<file path="src/rtl/irq_pending_latch.sv">
// irq_pending_latch: edge/level interrupt capture with mask and a request/ack handshake toward an external priority encoder.
// Optional IRQ_LATCH_SVC_COUNT_EN adds a saturating serviced-request counter svc_count.
module irq_pending_latch #(
  parameter int EDGE_MODE = 1
) (
  input  logic       clk,
  input  logic       rst_n,
  input  logic [3:0] irq_in,
  input  logic       mask_we,
  input  logic [3:0] mask_din,
  output logic [3:0] pend,
  input  logic [1:0] enc_y,
  input  logic       enc_valid,
  output logic       irq_req,
  input  logic       irq_ack,
  output logic [1:0] irq_id
`ifdef IRQ_LATCH_SVC_COUNT_EN
  ,
  output logic [7:0] svc_count
`endif
);
  typedef enum logic [1:0] {IDLE, REQ, GAP} state_t;
  state_t     state;
  logic [3:0] irq_q, pending, mask, ev, clr;
  logic       acc;
  always_comb begin
    ev   = (EDGE_MODE != 0) ? (irq_in & ~irq_q) : irq_in;
    acc  = (state == REQ) && irq_ack;
    clr  = acc ? (4'b0001 << irq_id) : 4'b0000;
    pend = pending & ~mask;
  end
  // set is OR-ed after the clear so a coincident new event is never lost
  always_ff @(posedge clk or negedge rst_n) begin
    if (!rst_n) begin
      irq_q   <= '0;
      pending <= '0;
      mask    <= '0;
    end else begin
      irq_q   <= irq_in;
      pending <= (pending & ~clr) | ev;
      if (mask_we) mask <= mask_din;
    end
  end
  always_ff @(posedge clk or negedge rst_n) begin
    if (!rst_n) begin
      state   <= IDLE;
      irq_req <= 1'b0;
      irq_id  <= 2'b00;
    end else begin
      case (state)
        IDLE: if (enc_valid) begin
          irq_id  <= enc_y;
          irq_req <= 1'b1;
          state   <= REQ;
        end
        REQ: if (irq_ack) begin
          irq_req <= 1'b0;
          state   <= GAP;
        end
        default: begin
          irq_req <= 1'b0;
          state   <= IDLE;
        end
      endcase
    end
  end
`ifdef IRQ_LATCH_SVC_COUNT_EN
  always_ff @(posedge clk or negedge rst_n) begin
    if (!rst_n) svc_count <= '0;
    else if (acc && svc_count != 8'hff) svc_count <= svc_count + 8'd1;
  end
`endif
endmodule

</file>
<file path="config.mk">
export PLATFORM = sky130hd
export DESIGN_NAME = irq_pending_latch
export DESIGN_NICKNAME = d
export VERILOG_FILES = /design/src/rtl/irq_pending_latch.sv
export SDC_FILE = /design/constraint.sdc
export NUM_CORES = 1
export LEC_CHECK = 0
export BUFFER_PORTS_ARGS = -buffer_cell sky130_fd_sc_hd__buf_2
export CAP_MARGIN = 10
export CORE_AREA = 2 2 39 41
export DETAILED_ROUTE_END_ITERATION = 16
export DIE_AREA = 0 0 41 43
export PLACE_DENSITY = 0.82
export SYNTH_ARGS = -nofsm -noshare
export SYNTH_HDL_FRONTEND = slang
export SYNTH_SLANG_ARGS = --single-unit
</file>
<file path="constraint.sdc">
create_clock -name clk -period 3.3 [get_ports clk]
set_clock_uncertainty 0.2 [all_clocks]
set_input_delay 0.495 -clock clk [delete_from_list [all_inputs] [get_ports clk]]
set_output_delay 0.495 -clock clk [all_outputs]
set_load 0.005 [all_outputs]
</file>
==> results of run 1 <==
==> flip-flops by register name (all words and copies together), names as in the netlist <==
signal   count
irq_q        4
mask         4
pending      4
irq_id       2
irq_req      1
state        1
==> final timing paths <==
path,to,slack [ns],cells past startpoint
worst max-delay path,pend[3],1.68,3
worst min-delay path,irq_q[3],0.13,1
worst max register to register,irq_id[0],1.91,2
worst min register to register,pending[2],0.29,1
max in group asynchronous,state[1],2.19,2
min in group asynchronous,pending[2],0.45,2
==> where the power goes <==
part / internal, mW / total, mW / leakage (nW) / switching (mW)
registers: 0.226 / 0.255 / 0.179 / 0.0294
clock network: 0.0422 / 0.0978 / 0.0138 / 0.0556
logic: 0.0544 / 0.0951 / 0.226 / 0.0407
total: 0.322 / 0.448 / 0.418 / 0.126
==> metrics by stage <==
| stage | setup WS [ns] | utilization (%) | power (mW) |
|---|---|---|---|
| after detailed placement | 1.82 | 54.4 | 0.354 |
| after global routing | 1.62 | 56.8 | 0.480 |
| final | 1.68 | 56.8 | 0.448 |
| after CTS | 1.69 | 56.8 | 0.450 |
| after global placement | 1.85 | 54.4 | 0.347 |
| after floorplan | 1.98 | - | 0.304 |
==> final cells by class <==
| type | instances | area [um2] | share of cell area, % |
|---|---|---|---|
| Clock buffer | 3 | 22.5 | 2.87 |
| Tap cell | 16 | 20.0 | 2.55 |
| Inverter | 8 | 30.0 | 3.82 |
| Multi-Input combinational cell | 26 | 198 | 25.2 |
| Sequential cell | 16 | 400 | 51.0 |
| Timing Repair Buffer | 22 | 115 | 14.6 |
==> worst max-delay path: stages (launching register included) <==
cell     delay, ns
dfrtp_1       0.35
inv_1         0.06
nor2_1        0.12
buf_2         0.13
==> kinds of logic (layout without fill, tap and decap cells) <==
group           Yosys count  in the layout  synth area share, %
compound gates            5              5                 6.37
buf+inv                   8             33                 4.78
flops                    16             16                 63.7
mux                       6              6                 10.8
simple gates             15             15                 14.3
==> per-layer routing <==
| metal | part of all wire [%] | track usage (%) | wire (um) | vias up |
|---|---|---|---|---|
| li1 | - | - | - | 219 |
| met1 | 43 | 21.4 | 508 | 235 |
| met2 | 53 | 24.1 | 630 | 14 |
| met3 | 3.8 | 4.71 | 45 | 0 |
| met4 | 0 | 6.00 | 0 | 0 |
| met5 | 0 | 0 | 0 | - |
==> cells in the final DEF, fill, tap and decap left out <==
cell type	synthesis	routed
buf_2	0	21
dfrtp_1	16	16
inv_1	8	8
nor2_1	5	5
o221ai_1	4	4
nand2b_1	4	4
mux2_2	4	4
nand2_1	3	3
clkbuf_4	0	3
mux2_1	2	2
and4b_1	1	1
and4bb_1	1	1
a21oi_1	1	1
nor3b_2	1	1
dlygate4sd3_1	0	1
==> results.md, run 1 <==
- Outcome: complete, no violations
- Synth Net Count: 65
- Nets: 92
- GPL Wtd Cong: 0.712
- Root Driver: clkbuf_4
- CTS buffer count: 3
- Cell taking the most area after synthesis: dfrtp_1
- Diode count: 0
- Worst EP arrival: 0.92 ns
- Drt first pass iters: 4
- WL per Instance: 13.0 um
- Die Y: 43 um
- Vias in the first global route: 467
- EDFF count, synth: 0
- P per Cell Area: 570 mW/mm2
- Syn Inst Count: 50
- Port buffer count: 21
- Synth warn: 0
- Final WL: 1190 um
- Number of library cell types mapped by synthesis: 12
- Hold buffer count at cts: 1
- VDD IR max: 0.000236 V
- GR Overflow Total: 0
- Reg clk slew, reported paths: 0.09 ns
- Worst r2r src: irq_req
- Initial antenna violation count: 0
- Drt via density: 5.14
- Ys flop type: dfrtp_1
- Hold path startpoint: irq_in[3]
- Placed Instances: 87
- Element type at the critical path end: primary output
- Maximum number of pins on one net before global-route repair: 17
- Setup crit start kind: flop
- Most frequent cell after synthesis: dfrtp_1
- Async S/R FF share, synth: 100%
- Insertion delay to the later sink of the worst-skew pair: 0.27 ns
- Mapped Area: 628 um2
- Fillers: 124
- Non-filler instance count after layout: 91
- CP Max Fanout: 2
- Iter 0 DRT Violations: 10
- Width of the die: 41 um
- Hold Crit Class: input pin to flop
- Die area: 0.00176 mm2
- Final hold slack: 0.135 ns
- HPWL Detailed: 914 um
- Crit. Startpoint: pending[3]
- First-pass GRT wire length: 1910 um
- Cts repair resizes: 0
- Antenna Nets Post-Route: 0
- Ports: 22
- Post-synthesis area per instance: 12.6 um2
- Final worst-path cycle share: 49.1%
- Hold Violations, Final: 0
- Final instance area: 786 um2
- Residual DRC: 0
- Setup_tns: 0 ns
- Leakage: 0.418 nW
- Synth top area cells: dfrtp_1, mux2_2, o221ai_1, inv_1, nand2b_1
- Via count: 468
- Yosys top cell area share: 63.7%
- RSZ-0062 raised after global routing: false
- Core area: 0.00138 mm2
- Crit path kind: flop to primary output
- Max Clock Freq: 617 MHz
- Area Overhead vs Synth: 25.1%
- Post-CTS Setup Bufs: 0
- Total of max-cap violations: 0
- CTS tree: built
- Placed inst area: 753 um2
- Total GRT Usage: 16.1%
- Final Max Tran Viols: 0
- CP required: 2.60 ns
- Layout cells sized above 1: 38.7%
- Initial Utilization: 45.4%
- Worst-Margin Slew: 0.350 ns
- Sequential-to-total area share from yosys stat: 63.7%
- Final setup viols: 0
- Row Count: 14
- Clock Tree Buf Depth: 2
- Post-synthesis register bit count: 16
- H-Tree Depth: 1
- Synth cell count leaders: dfrtp_1, inv_1, nor2_1
- Crit path time final: 1.62 ns
- Sink Count: 16
- Slew margin rel.: 76.7%
(Power assumes the default switching activity.)
==> inputs of run 2 (changes only) <==
--- a/config.mk
+++ b/config.mk
@@ -7,10 +7,10 @@
 export LEC_CHECK = 0
 export BUFFER_PORTS_ARGS = -buffer_cell sky130_fd_sc_hd__buf_2
 export CAP_MARGIN = 10
-export CORE_AREA = 2 2 39 41
+export CORE_AREA = 2 2 40 42
 export DETAILED_ROUTE_END_ITERATION = 16
-export DIE_AREA = 0 0 41 43
-export PLACE_DENSITY = 0.82
+export DIE_AREA = 0 0 42 44
+export PLACE_DENSITY = 0.79
 export SYNTH_ARGS = -nofsm -noshare
 export SYNTH_HDL_FRONTEND = slang
 export SYNTH_SLANG_ARGS = --single-unit
==> constraint.sdc (replaced) <==
create_clock -name clk -period 1.6 [get_ports clk]
set_clock_uncertainty 0.2 [all_clocks]
set_input_delay 0.24 -clock clk [delete_from_list [all_inputs] [get_ports clk]]
set_output_delay 0.24 -clock clk [all_outputs]
set_load 0.005 [all_outputs]
==> run 2 against run 1 <==
  * Power rose by 120%
  * Largest power group unchanged
  * Worst setup slack got worse by 1.5 ns
  * Count of clock-buffer cells in the layout is 1 higher
  * Critical endpoint is now pend[0]
==> results.md, run 2 (synthesis results as in run 1) <==
- Worst EP arrival: 0.93 ns (was 0.92 ns)
- Drt first pass iters: 4 (unchanged)
- Outcome: complete, no violations (unchanged)
- Total of max-cap violations: 0 (unchanged)
- Final setup viols: 0 (unchanged)
- Seq pwr share: 51.7% (was 57.0%)
- Element type at the critical path end: primary output (unchanged)
- Insertion delay to the later sink of the worst-skew pair: 0.29 ns (was 0.27 ns)
- GPL Wtd Cong: 0.640 (was 0.712)
- Final hold slack: 0.0190 ns (was 0.135 ns)
- Total GRT Usage: 17.3% (was 16.1%)
- Vias in the first global route: 566 (was 467)
- First-pass GRT wire length: 2280 um (was 1910 um)
- Initial antenna violation count: 0 (unchanged)
- Area Overhead vs Synth: 44.8% (was 25.1%)
- Row Count: 14 (unchanged)
- Drt via density: 4.87 (was 5.14)
- Residual DRC: 0 (unchanged)
- Post-route setup slack: 0.230 ns (was 1.68 ns)
- Final instance area: 910 um2 (was 786 um2)
- CP required: 1.16 ns (was 2.60 ns)
- Hold Crit Class: input pin to flop (unchanged)
- Width of the die: 42 um (was 41 um)
- RSZ-0062 raised after global routing: false (unchanged)
- Slew margin rel.: 77.4% (was 76.7%)
- Comb pwr share: 22.0% (was 21.2%)
- Commonest non-fill, non-tap cell in the layout: buf_2 (unchanged)
- Critical R2R Capture: irq_id[0] (unchanged)
- Crit path time final: 1.37 ns
- Net Switching: 0.272 mW (was 0.126 mW)
- Worst path max stage delay: 0.39 ns (was 0.35 ns)
- Slack of the worst reg-to-reg path: 0.25 ns (was 1.91 ns)
- Clock power share: 26.2% (was 21.8%)
- HPWL Detailed: 902 um (was 914 um)
- GR Overflow Total: 0 (unchanged)
- Iter 0 DRT Violations: 2 (was 10)
- Pint: 0.734 mW (was 0.322 mW)
- Registers with the most flip-flops: irq_q (4), mask (4), pending (4) (unchanged)
- Clock Tree Buf Depth: 2 (unchanged)
- WL per Instance: 13.0 um (about the same)
- VDD IR max: 0.000839 V (was 0.000236 V)
- Die Y: 44 um (was 43 um)
- CP Max Fanout: 2 (unchanged)
- Register area: 400 um2 (unchanged)
- Final WL: 1340 um (was 1190 um)
- Worst slack, placed: 0.253 ns (was 1.82 ns)
- Util after Layout: 64.1% (was 56.8%)
- CTS tree: built (unchanged)
- Layout cells sized above 1: 34.5% (was 38.7%)
- Port buffer count: 21 (unchanged)
- Diode count: 0 (unchanged)
- Initial Utilization: 44.3% (was 45.4%)
- Sink Count: 16 (unchanged)
- CP top delay family: flip-flops (unchanged)
- Leakage: 0.471 nW (was 0.418 nW)
- Final Max Tran Viols: 0 (unchanged)
- Hold path startpoint: enc_valid (was irq_in[3])
- CP max stage cell: dfrtp_1 (unchanged)
- CTS buffer count: 3 (unchanged)
- H-Tree Depth: 1 (unchanged)
- Placed inst area: 753 um2 (unchanged)
- Hold Violations, Final: 0 (unchanged)
- Root Driver: clkbuf_4 (unchanged)
- P per Cell Area: 1110 mW/mm2 (was 570 mW/mm2)
- Nets: 103 (was 92)
- Min-Delay Endpoint: irq_req (was irq_q[3])
- Maximum number of pins on one net before global-route repair: 17 (unchanged)
- Worst r2r src: irq_req (unchanged)
- Antenna Nets Post-Route: 0 (unchanged)
- Via count: 502 (was 468)
- Die area: 0.00185 mm2 (was 0.00176 mm2)
- Max Clock Freq: 730 MHz
- Multi-input gate area: 198 um2 (unchanged)
- Worst-Margin Slew: 0.340 ns (was 0.350 ns)
- Final worst-path cycle share: 85.7%
- Commonest non-fill, non-tap cells in the layout: buf_2, dfrtp_1, dlygate4sd3_1 (was buf_2, dfrtp_1, inv_1)
- Setup crit start kind: flop (unchanged)
- Hold path depth: 3 (was 1)
- Switch share: 27.0% (was 28.1%)
- R2r worst-path depth: 2 (unchanged)
- CP Cell Sequence: inv_1, nor2_1, buf_2 (unchanged)
- Ports: 22 (unchanged)
- Crit path kind: flop to primary output (unchanged)
- Reg clk slew, reported paths: 0.09 ns (about the same)
- Setup_tns: 0 ns (unchanged)
- Core area: 0.00142 mm2 (was 0.00138 mm2)
- Fillers: 104 (was 124)
- Buf/Inv on CP: 2 (unchanged)
## run 2: changes by cell type in the layout (fill, tap and decap cells not counted)
cell           previous run  this run
dlygate4sd3_1             1        12
clkbuf_8                  0         1
## run 2: through the flow
stage,total power [mW],instances
finish,1.01,103
global route,1.06,103
CTS,1.01,103
detailed placement,0.729,87
global placement,0.716,87
floorplan,0.628,50
## run 2: worst max-delay path by stage
stage,start,to,slack (ns),depth (start not counted)
after global placement,irq_req,irq_id[1],0.28,2
after floorplan,irq_req,irq_id[0],0.30,2
after global routing,irq_req,irq_id[0],0.17,2
after detailed placement,irq_req,irq_id[1],0.25,2
after CTS,pending[0],pend[0],0.23,3
final,pending[0],pend[0],0.23,3
## run 2: tightest hold or removal path, stage by stage
cell and delay (ns):
buf_2 0.10, nand2b_1 0.06, a21oi_1 0.07
## run 2: cell type report
| class | instances | area share [%] |
|---|---|---|
| Sequential cell | 16 | 44.0 |
| Timing Repair Buffer | 33 | 24.8 |
| Multi-Input combinational cell | 26 | 21.7 |
| Clock buffer | 4 | 3.99 |
| Inverter | 8 | 3.30 |
| Tap cell | 16 | 2.20 |
## run 2: timing repair
| action | 4_1_cts | 5_1_grt |
|---|---|---|
| hold buffers | 12 | 0 |
| buffers inserted | 0 | 0 |
| gates resized for setup | 0 | 0 |
| endpoints found under the hold margin | 27 | 0 |
## run 2: power by group through the flow
stage,Combinational (mW),Sequential [mW],Clock (mW)
3_3_place_gp,0.192,0.524,0
3_5_place_dp,0.200,0.529,0
5_1_grt,0.245,0.532,0.283
2_1_floorplan,0.109,0.518,0
6_report,0.222,0.520,0.264
4_1_cts,0.223,0.521,0.270
## run 2: per-layer routing
layer	global-route usage, %	vias up	part of all wire (%)
met3	3.75	3	3.4
met1	16.7	245	39
met4	5.81	0	1.3
met2	35.6	11	57
li1	-	243	-
met5	0	-	0
